--- config.mk ---
export PLATFORM = sky130hd
export DESIGN_NAME = multi_debounce_counter
export DESIGN_NICKNAME = d
export VERILOG_FILES = /design/src/rtl/multi_debounce_counter.sv
export SDC_FILE = /design/constraint.sdc
export NUM_CORES = 1
export LEC_CHECK = 0
export ABC_AREA = 0
export CELL_PAD_IN_SITES_DETAIL_PLACEMENT = 0
export CELL_PAD_IN_SITES_GLOBAL_PLACEMENT = 2
export CORE_MARGIN = 2
export CORE_UTILIZATION = 38
export DETAILED_ROUTE_END_ITERATION = 8
export GPL_TIMING_DRIVEN = 0
export PLACE_DENSITY_LB_ADDON = 0.1
export SLEW_MARGIN = 5
export SYNTH_ARGS = -nofsm -noshare
export SYNTH_HDL_FRONTEND = slang
export SYNTH_SLANG_ARGS = --single-unit
--- constraint.sdc ---
create_clock -name clk -period 3 [get_ports clk]
set_input_delay 0.6 -clock clk [delete_from_list [all_inputs] [get_ports clk]]
set_output_delay 0.6 -clock clk [all_outputs]
set_load 0.005 [all_outputs]
--- src/rtl/multi_debounce_counter.sv ---
// rtl/multi_debounce_counter.sv - per-channel sync, debounce FSMD and raw/debounced edge counters
module multi_debounce_counter #(
    parameter int N         = 2,
    parameter int CW        = 8,
    parameter int DB_CYCLES = 2_000_000,
    parameter int SAT       = 0,
    localparam int SW       = (N > 1) ? $clog2(N) : 1,
    localparam int TW       = $clog2(DB_CYCLES + 1)
) (
    input  logic          clk,
    input  logic          reset,
    input  logic [N-1:0]  sw,
    input  logic          clr,
    input  logic [SW-1:0] sel,
    output logic [CW-1:0] raw_cnt,
    output logic [CW-1:0] db_cnt,
    output logic [N-1:0]  db_level,
    output logic [N-1:0]  db_tick,
    output logic [N-1:0]  ovf
);

    typedef enum logic [1:0] {ZERO, WAIT1, ONE, WAIT0} db_state_t;

    localparam logic [TW-1:0] TIMER_LOAD = TW'(DB_CYCLES - 1);

    logic [N*CW-1:0] raw_flat;
    logic [N*CW-1:0] db_flat;

    for (genvar i = 0; i < N; i++) begin : g_ch
        logic          sync1_q, s_q, prev_q;
        logic          raw_tick;
        db_state_t     state_q;
        logic [TW-1:0] timer_q;
        logic          tick_q;
        logic [CW-1:0] raw_q, raw_d, db_q, db_d;
        logic          ovf_q, ovf_d;

        always_ff @(posedge clk or negedge reset) begin
            if (!reset) begin
                sync1_q <= 1'b0;
                s_q     <= 1'b0;
                prev_q  <= 1'b0;
            end else begin
                sync1_q <= sw[i];
                s_q     <= sync1_q;
                prev_q  <= s_q;
            end
        end

        assign raw_tick = s_q & ~prev_q;

        // The timer only runs while the synchronised level disagrees with the accepted level.
        always_ff @(posedge clk or negedge reset) begin
            if (!reset) begin
                state_q <= ZERO;
                timer_q <= '0;
                tick_q  <= 1'b0;
            end else begin
                tick_q <= 1'b0;
                case (state_q)
                    ZERO: begin
                        if (s_q) begin
                            timer_q <= TIMER_LOAD;
                            state_q <= WAIT1;
                        end
                    end
                    WAIT1: begin
                        if (!s_q) begin
                            state_q <= ZERO;
                        end else if (timer_q == '0) begin
                            state_q <= ONE;
                            tick_q  <= 1'b1;
                        end else begin
                            timer_q <= timer_q - TW'(1);
                        end
                    end
                    ONE: begin
                        if (!s_q) begin
                            timer_q <= TIMER_LOAD;
                            state_q <= WAIT0;
                        end
                    end
                    WAIT0: begin
                        if (s_q) begin
                            state_q <= ONE;
                        end else if (timer_q == '0) begin
                            state_q <= ZERO;
                        end else begin
                            timer_q <= timer_q - TW'(1);
                        end
                    end
                    default: state_q <= ZERO;
                endcase
            end
        end

        always_comb begin
            raw_d = raw_q;
            db_d  = db_q;
            ovf_d = ovf_q;
            if (clr) begin
                raw_d = '0;
                db_d  = '0;
                ovf_d = 1'b0;
            end else begin
                if (raw_tick) begin
                    if (raw_q == '1) begin
                        ovf_d = 1'b1;
                        if (SAT == 0) raw_d = '0;
                    end else begin
                        raw_d = raw_q + CW'(1);
                    end
                end
                if (tick_q) begin
                    if (db_q == '1) begin
                        ovf_d = 1'b1;
                        if (SAT == 0) db_d = '0;
                    end else begin
                        db_d = db_q + CW'(1);
                    end
                end
            end
        end

        always_ff @(posedge clk or negedge reset) begin
            if (!reset) begin
                raw_q <= '0;
                db_q  <= '0;
                ovf_q <= 1'b0;
            end else begin
                raw_q <= raw_d;
                db_q  <= db_d;
                ovf_q <= ovf_d;
            end
        end

        assign raw_flat[i*CW +: CW] = raw_q;
        assign db_flat[i*CW +: CW]  = db_q;
        assign db_level[i]          = (state_q == ONE) || (state_q == WAIT0);
        assign db_tick[i]           = tick_q;
        assign ovf[i]               = ovf_q;
    end

    // Out-of-range selects fall through to zero.
    always_comb begin
        raw_cnt = '0;
        db_cnt  = '0;
        for (int j = 0; j < N; j++) begin
            if (sel == SW'(j)) begin
                raw_cnt = raw_flat[j*CW +: CW];
                db_cnt  = db_flat[j*CW +: CW];
            end
        end
    end

endmodule

== Yosys cells after proc, flatten, opt, wreduce, memory -nomap -nowiden ==
Index checks and enable logic that the tools add are counted.
Storage, ports and cells
  input bits: 6
  register bits: 88
  word-level logic and storage cells: 120
Cells by class
  mux-type cells: 56
  bitwise operators: 4
  $add $sub $neg: 6
  eq/ne operators: 22
  reductions and logical operators: 14
Operators with widths (count)
  $mux 21: 10
  $pmux 21 s4: 2
  $mux 8: 14
  $logic_not 21->1: 2
  $sub 21x1->21 const B: 2
  $add 8x1->8 const B: 4
  $eq 8x8->1 const B: 4
  $mux 2: 12
  $mux 1: 16
  $ne 2x2->1 const B: 8
  $pmux 2 s4: 2
  $reduce_and 4->1: 4
  $ne 3x3->1 const B: 4
  $eq 2x2->1 const B: 4
  $reduce_bool 2->1: 4
  $eq 2x1->1 const B: 2
  $logic_not 2->1: 2
  $and 1x1->1: 2
  $logic_or 1x1->1: 2
  $not 1->1: 2

== Depth between registers and ports, before layout ==
  depth in word-level cells: 6
  gate-level depth with buffers: 10

== Worst setup path before layout ==
No wires, ideal clock.
  kind: input to output
  start point: input sel
  end point: output db_cnt[4]
  data required time: 2.400 ns
  data arrival time: 1.578 ns
  path buffers: 2
  cell stages on the path: 3
  path slack: 0.822 ns
  cells stage by stage: clkbuf_1 > clkbuf_1 > mux2_2
Between the ends
  word-level cells in the longest chain between the ends: 1
RTL lines
  from (decl): line 14  | input logic [SW-1:0] sel,
  $mux 8: line 149  | if (sel == SW'(j)) begin
  to (decl): line 16  | output logic [CW-1:0] db_cnt,
No other way between the ends.

== Worst setup path in the final report ==
  start point: input sel
  end point: output raw_cnt[0]
Between the ends
  word-level cells in the longest chain between the ends: 1
RTL lines
  $mux 8: line 149
  to (decl): line 15  | output logic [CW-1:0] raw_cnt,
No other way between the ends.

==> flow_summary.json <==
{
  "cts-root-buf": "clkbuf_16",
  "ios": 28,
  "synth_warnings": 0,
  "async_flop_share": 1.00,
  "rsz0062_at_grt": "false",
  "p_leak_uw": 0.00224,
  "die_w_um": 116,
  "synth_area_leaders": "dfrtp_1 46%, nor2_1 4.5%, mux2_2 4.2%, xor2_1 3.3%, nand2_1 3.1%",
  "peakVddDrop_mv": 0.238,
  "wire_per_inst_um": 15.6,
  "grt_pass1_wl_um": 19000,
  "final_util": 0.450,
  "initial_utilization": 0.385,
  "synthesis.area_um2": 4790,
  "wl_um": 11100,
  "first_pass_iters": 5,
  "syn_nets": 514,
  "yosys.area.top_type": "dfrtp_1",
  "viasPerCell": 5.39,
  "fp.dieH_um": 116,
  "worst_slew_pin_slew_ps": 991,
  "grt_pass1_vias": 3654,
  "end_kind": "primary output",
  "drc": 0,
  "synth_seq_cells": 88,
  "fp-row-count": 41,
  "crit_fanout": 10,
  "cts_setup_buffers": 0,
  "hold_viol": 0,
  "syn-mean-instance-area_um2": 9.59,
  "synth_cell_type_count": 65,
  "drt_iter0_markers": 221,
  "dr_total_vias": 3846,
  "core_um2": 12500,
  "grt.busiest_layer": "met2",
  "cts.clk_slew.worst_paths_ps": 60,
  "period_needed_ps": 2850,
  "max_freq_ghz": 0.351,
  "relSlewSlack": 0.335,
  "maxSlewViolCount": 0,
  "power_density_nw_per_um2": 506,
  "synth-seq-area-share": 0.459,
  "die_area_um2": 13500,
  "netlist_instances": 500,
  "drv_cap": 0,
  "cts_buffers": 9,
  "holdBufCountCts": 0,
  "grt_overflow": 0,
  "cts_tree": "yes",
  "synth_top_area_share": 0.459,
  "place_congestion": 0.746,
  "area_growth_pct": 17.1,
  "fin_crit_sh": 0.950,
  "grtUsageMet1": 0.253,
  "ant_nets": 0,
  "drive_gt1_frac": 0.111,
  "grt_max_degree": 53,
  "final_nets": 551,
  "hp-class": "in -> async",
  "use_met3": 0.0270,
  "htree_levels": 3,
  "cts_buffer_depth": 2,
  "worstPathArrival_ps": 2250,
  "n_antenna_cell": 0,
  "synthFlopType": "dfrtp_1",
  "clk_latency_ps": 340,
  "grtUsageMet2": 0.278,
  "grt_usage": 0.179,
  "cp-start-kind": "primary input",
  "clock_sinks": 88,
  "reg2reg_depth": 9,
  "place_inst": 698,
  "io_buffers": 25,
  "path_class": "in -> out",
  "antenna_found_initial": 0,
  "post_cts_resized": 0,
  "instances_no_fill": 714,
  "synth_edf_count": 0,
  "status": "completed",
  "fillers": 1214,
  "clock_skew_ps": 8.81,
  "setup_viol": 0,
  "worstPathRequired_ps": 2400,
  "dp_hpwl_um": 7820
}
==> power breakdown <==
part	internal (uW)	leakage, uW	switching (uW)
sequential	1250	0.00109	96.7
combinational	101	0.000977	141
clock	774	0.000165	476
==> routing by layer <==
layer | routed length [um] | up-vias
li1 | - | 1897
met1 | 5510 | 1871
met2 | 5110 | 64
met3 | 294 | 14
met4 | 212 | 0
met5 | 0 | -
==> path summary, 6_finish.rpt <==
check	slack, ps	from	endpoint
worst max-delay path	150	sel	raw_cnt[0]
worst min-delay path	220	reset	g_ch[1].db_q[6]$_DFFE_PN0P_
worst max register to register	360	g_ch[0].timer_q[0]$_DFFE_PN0P_	g_ch[0].timer_q[12]$_DFFE_PN0P_
worst min register to register	360	g_ch[0].sync1_q$_DFF_PN0_	g_ch[0].s_q$_DFF_PN0_
max in group asynchronous	2150	reset	g_ch[0].db_q[6]$_DFFE_PN0P_
min in group clk	360	g_ch[0].sync1_q$_DFF_PN0_	g_ch[0].s_q$_DFF_PN0_
==> cells by family (layout without fill, tap and decap cells) <==
family          count (synthesis)  in the layout  synth area share
compound gates                 91             91             0.125
flops                          88             88             0.459
simple gates                  226            226             0.257
mux                            25             25            0.0569
buf+inv                        37             79            0.0347
fa+ha+maj                       8              8            0.0209
xor+xnor                       25             25            0.0457
==> critical path, cell delays in order <==
cell	delay [ps]
clkbuf_1	320
clkbuf_1	480
mux2_2	410
clkdlybuf4s50_1	440
==> layout by cell type, fill, tap and decap left out, types with 3 or more instances in the layout <==
master	Yosys	final
a21oi_1	20	20
a22o_1	3	3
a22oi_1	3	3
a31oi_1	4	4
and3_1	4	4
and4_1	4	4
buf_4	4	5
clkbuf_1	17	17
clkbuf_16	0	9
clkdlybuf4s50_1	0	24
dfrtp_1	88	88
ha_1	8	8
inv_1	11	11
mux2_2	18	18
mux2i_1	7	7
nand2_1	40	40
nand2b_1	5	5
nand3_1	22	22
nand4_1	8	8
nand4b_1	4	4
nor2_1	57	57
nor2b_1	5	5
nor3_1	22	22
nor4_1	10	10
o2111ai_1	4	4
o211ai_1	8	8
o21ai_0	26	26
o31ai_1	6	6
or3_1	11	11
or4_1	10	10
xnor2_1	7	7
xor2_1	18	18
==> Yosys cell counts, drive strengths merged (11+ instances only) <==
library cell  count
dfrtp            88
nor2             57
nand2            40
o21ai            27
nor3             24
nand3            22
a21oi            20
mux2             18
xor2             18
clkbuf           17
inv              12
nor4             12
or4              12
or3              11
==> area by class of cell <==
type	instances	area [um2]	share of cell area
clock buffers	11	253	0.0450
inverters	12	47.5	0.00847
flip-flops and latches	88	2200	0.392
plain buffers	25	119	0.0212
well taps	172	215	0.0383
repair buffers	26	275	0.0490
multi-input cells	375	2420	0.432
clock inverters	5	78.8	0.0140
==> sequential cells by signal, indices dropped and copies added, names as in the netlist, named ones only <==
name / count
g_ch.timer_q: 42
g_ch.db_q: 16
g_ch.raw_q: 16
g_ch.ovf_q: 2
g_ch.prev_q: 2
g_ch.s_q: 2
g_ch.state_q: 2
g_ch.sync1_q: 2
g_ch.tick_q: 2
==> stage by stage <==
step | worst slack, ps | power (uW) | setup TNS, ps | instance area, um2 | hold WS (ps)
2_1_floorplan | 822 | 1510 | 0 | 4790 | 304
3_3_place_gp | -2240 | 1610 | -196400 | 5260 | 332
3_5_place_dp | 82.1 | 1620 | 0 | 5280 | 353
4_1_cts | 86.6 | 2880 | 0 | 5620 | 242
5_1_grt | 12.3 | 2980 | 0 | 5620 | 264
6_report | 151 | 2840 | 0 | 5620 | 222
No activity file was read; power rests on OpenSTA's default activity.
